$ cat src/rtl/gate_test_pkg.sv
// Purpose : shared types and constants for the gate truth-table checker.
// Contents: chk_state_t  - checker FSM states
//           SETTLE_W     - width of the settle counter
package gate_test_pkg;

   localparam int unsigned SETTLE_W = 8;

   typedef enum logic [1:0] {
      IDLE   = 2'd0,
      SETTLE = 2'd1,
      SAMPLE = 2'd2,
      DONE   = 2'd3
   } chk_state_t;

endpackage : gate_test_pkg

$ cat src/rtl/settle_timer.sv
// Purpose : down-counter that times how long a stimulus vector settles
//           before the gate output is sampled.
// Ports   : clk, reset   - clock, asynchronous active-high reset
//           load_i       - load load_val_i into the counter (wins over en_i)
//           en_i         - decrement the counter by one (stops at zero)
//           load_val_i   - value loaded on load_i
//           expired_o    - registered flag, high while the counter holds 1
module settle_timer
   import gate_test_pkg::*;
(
   input  logic                clk,
   input  logic                reset,
   input  logic                load_i,
   input  logic                en_i,
   input  logic [SETTLE_W-1:0] load_val_i,
   output logic                expired_o
);

   logic [SETTLE_W-1:0] count_q, count_d;
   logic                expired_q;

   // Next count: load has priority, decrement saturates at zero.
   always_comb begin
      count_d = count_q;
      if (load_i) begin
         count_d = load_val_i;
      end else if (en_i && (count_q != '0)) begin
         count_d = count_q - SETTLE_W'(1);
      end
   end

   // Expired is registered from the next count so it lines up with count_q.
   always_ff @(posedge clk or posedge reset) begin
      if (reset) begin
         count_q   <= '0;
         expired_q <= 1'b0;
      end else begin
         count_q   <= count_d;
         expired_q <= (count_d == SETTLE_W'(1));
      end
   end

   assign expired_o = expired_q;

endmodule : settle_timer

$ cat config.mk
export PLATFORM = sky130hd
export DESIGN_NAME = settle_timer
export DESIGN_NICKNAME = d
export VERILOG_FILES = /design/src/rtl/gate_test_pkg.sv /design/src/rtl/settle_timer.sv
export SDC_FILE = /design/constraint.sdc
export NUM_CORES = 1
export LEC_CHECK = 0
export ABC_AREA = 1
export BUFFER_PORTS_ARGS = -buffer_cell sky130_fd_sc_hd__buf_4
export CAP_MARGIN = 20
export CORE_MARGIN = 2
export CORE_UTILIZATION = 55
export DETAILED_ROUTE_END_ITERATION = 8
export PLACE_DENSITY = 0.79
export SYNTH_ARGS = -nofsm -noshare
export SYNTH_HDL_FRONTEND = slang
export SYNTH_SLANG_ARGS = --single-unit
$ cat constraint.sdc
create_clock -name clk -period 3.7 [get_ports clk]
set_input_delay 0 -clock clk [delete_from_list [all_inputs] [get_ports clk]]
set_output_delay 0 -clock clk [all_outputs]
set_load 0.05 [all_outputs]
==> flow_metrics.env <==
export IMPL_status="finished clean"
export IMPL_syn_area_sq_um=714.4
export IMPL_antenna_found_initial=0
export IMPL_post_cts_buffers=0
export IMPL_synth_area_leaders="dfrtp_1 32%, nand2_1 22%, nand3_1 7.0%, inv_1 5.8%, nor2_2 5.3%"
export IMPL_slowest_delay_ns=0.39
export IMPL_grtUsageTotal_pct=26.37
export IMPL_fin_util_pct=78.14
export IMPL_yosysTopAreaCell="dfrtp_1"
export IMPL_ys_ff_latch=9
export IMPL_fin_nets=144
export IMPL_clock_sinks=9
export IMPL_syn2layout_area_growth_pct=26.44
export IMPL_drt_iter0_drc=15
export IMPL_fin_area_sq_um=903.4
export IMPL_drtPass1Iterations=4
export IMPL_vias=737
export IMPL_cpMostUsedCell="nand2_1"
export IMPL_critPathKind="flop to flop"
export IMPL_ir_drop_mv=0.2086
export IMPL_grt_pass1_vias=674
export IMPL_cp_max_fo=7
export IMPL_place_detailed_hpwl_um=1190
export IMPL_ys_seq_area_share_pct=31.52
export IMPL_cts_resized=0
export IMPL_skew_ns=0.005535
export IMPL_clock_fmax_mhz=618.8
export IMPL_fillers=78
export IMPL_hold_class="primary input to flop"
export IMPL_cap_viol_max_count=0
export IMPL_drive_gt1_share_pct=27.91
export IMPL_fp_coreArea_sq_um=1156
export IMPL_critical_path_top_delay_family="simple AND/OR/NAND/NOR gates"
export IMPL_final_setup_tns_ns=0
export IMPL_yosys_area_top_type_share_pct=31.52
export IMPL_slew_viol_final=0
export IMPL_powerDensity_nw_per_um2=319.3
export IMPL_yosys_warnings=0
export IMPL_place_inst=133
export IMPL_h_tree_depth=1
export IMPL_port_buffers=12
export IMPL_placed_area_sq_um=817.0
export IMPL_synth_cells=108
export IMPL_syn_nets=122
export IMPL_crit_required_ns=3.90
export IMPL_critPathBufInv=2
export IMPL_via_per_inst=5.154
export IMPL_crit_path_top_delay_cell="dfrtp_1"
export IMPL_setup_viol=0
export IMPL_fp_dieH_um=40.04
export IMPL_final_hold_viol_count=0
export IMPL_synth_avg_cell_area_sq_um=6.615
export IMPL_io_pin_count=13
export IMPL_grt_pass1_wl_um=2642
export IMPL_insertedDiodeCount=0
export IMPL_p_leak_nw=0.5159
export IMPL_rsz0062_at_grt="no"
export IMPL_stdcell_count=143
export IMPL_worst_pin_slew_ns=0.3536
export IMPL_cp_cell_sequence="inv_2 > ha_1 > nand3_1 > inv_2 > nand2_4 > nand2_4 > nand2_1 > nand3_1 > nand2_1 > nor2_1 > nand2_1 > nor2_2"
export IMPL_post_drt_wl_per_cell_um=11.73
export IMPL_grt_max_degree=12
export IMPL_startpoint_type="flop"
export IMPL_die_area_sq_um=1603
export IMPL_cts_tree="built"
export IMPL_numCtsBuffers=3
export IMPL_routed_wl_um=1677
export IMPL_drtAntennaViolNets=0
export IMPL_relSlewSlack_pct=76.40
export IMPL_cts_root_buf="clkbuf_4"
export IMPL_endpoint_kind="flop"
export IMPL_cts_reportedPaths_clkPinSlew_ns=0.06
export IMPL_drc=0
export IMPL_clock_latency_ns=0.27
export IMPL_finalCritPeriodShare_pct=43.68
export IMPL_fp_dieW_um=40.04
export IMPL_cts_max_path_buffers=2
export IMPL_min_period_ns=1.616
export IMPL_grt_ovfl_total=0
export IMPL_initial_utilization_pct=61.80
export IMPL_ys_types=17
export IMPL_rows=12
export IMPL_gp_congestion=0.8035
export IMPL_cts_hold_fix_buffers=6
export IMPL_worst_endpoint_arrival_ns=1.82
## power breakdown
part,leakage (nW),internal (mW),switching (mW)
combinational,0.392,0.0375,0.0516
clock,0.0150,0.0417,0.0370
sequential,0.109,0.108,0.0127
total,0.516,0.187,0.101
## placed cells by master (no fill, tap or decap)
master,count
clkbuf_4,3
clkbuf_1,1
nand3b_1,2
nand3_2,1
nand2_2,4
xor2_1,1
nor2_4,1
inv_1,11
buf_4,12
nand4_1,3
ha_1,2
nand2_1,42
or2_2,2
inv_2,4
nand3_1,10
dfrtp_1,9
nor2_1,6
dlygate4sd3_1,6
nand2_4,3
nor2_2,6
## registers in the layout, indices dropped and copies added (netlist names)
name / count
count_q: 8
expired_o: 1
## Yosys cell counts
cell      instances
buf_2             1
dfrtp_1           9
ha_1              2
inv_1            11
inv_2             4
nand2_1          42
nand2_2           4
nand2_4           3
nand3_1          10
nand3_2           1
nand3b_1          2
nand4_1           3
nor2_1            6
nor2_2            6
nor2_4            1
or2_2             2
xor2_1            1
## tightest hold or removal path, cell delays in order
cell and delay (ns):
buf_4 0.12, nand2_1 0.07, nand2_2 0.07
## layout make-up
type | count | area, sq um | area share [%]
flip-flops and latches | 9 | 225.2 | 24.93
clock buffers | 4 | 26.28 | 2.909
repair buffers | 18 | 150.1 | 16.62
multi-input cells | 83 | 427.9 | 47.37
well taps | 14 | 17.52 | 1.939
inverters | 15 | 56.30 | 6.233
## metrics by stage
step | power, mW | setup WS, ns | hold WS [ns]
6_report | 0.2885 | 2.084 | 0.01703
3_3_place_gp | 0.2040 | 2.194 | -0.01781
2_1_floorplan | 0.1805 | 2.308 | -0.1721
3_5_place_dp | 0.2050 | 2.133 | -0.009625
4_1_cts | 0.2868 | 2.117 | 0.009833
5_1_grt | 0.3073 | 1.979 | 0.02861
## final timing paths
check	cells past startpoint	slack [ns]	start	endpoint
worst max-delay path	12	2.08	count_q[0]	expired_o
worst min-delay path	3	0.02	load_i	count_q[1]
worst max register to register	12	2.08	count_q[0]	expired_o
worst min register to register	4	0.66	count_q[0]	count_q[0]
max in group asynchronous	3	3.19	reset	count_q[5]
min in group asynchronous	3	0.25	reset	expired_o
## logic make-up (layout without fill, tap and decap cells)
logic type,after synthesis,in the layout,share of synthesized area [%]
DFF,9,9,31.52
adders and majority gates,2,2,3.502
buffers and inverters,16,37,8.580
and+or+nand+nor,80,80,55.17
xor gates and xnor gates,1,1,1.226
## layer usage
metal	up-vias	GRT usage, %	share of wire (%)
met5	-	0	0
met4	0	15.52	2.0
met3	5	5.556	5.4
met2	28	48.79	53
met1	327	26.64	40
li1	377	-	-
(Power assumes the default switching activity.)
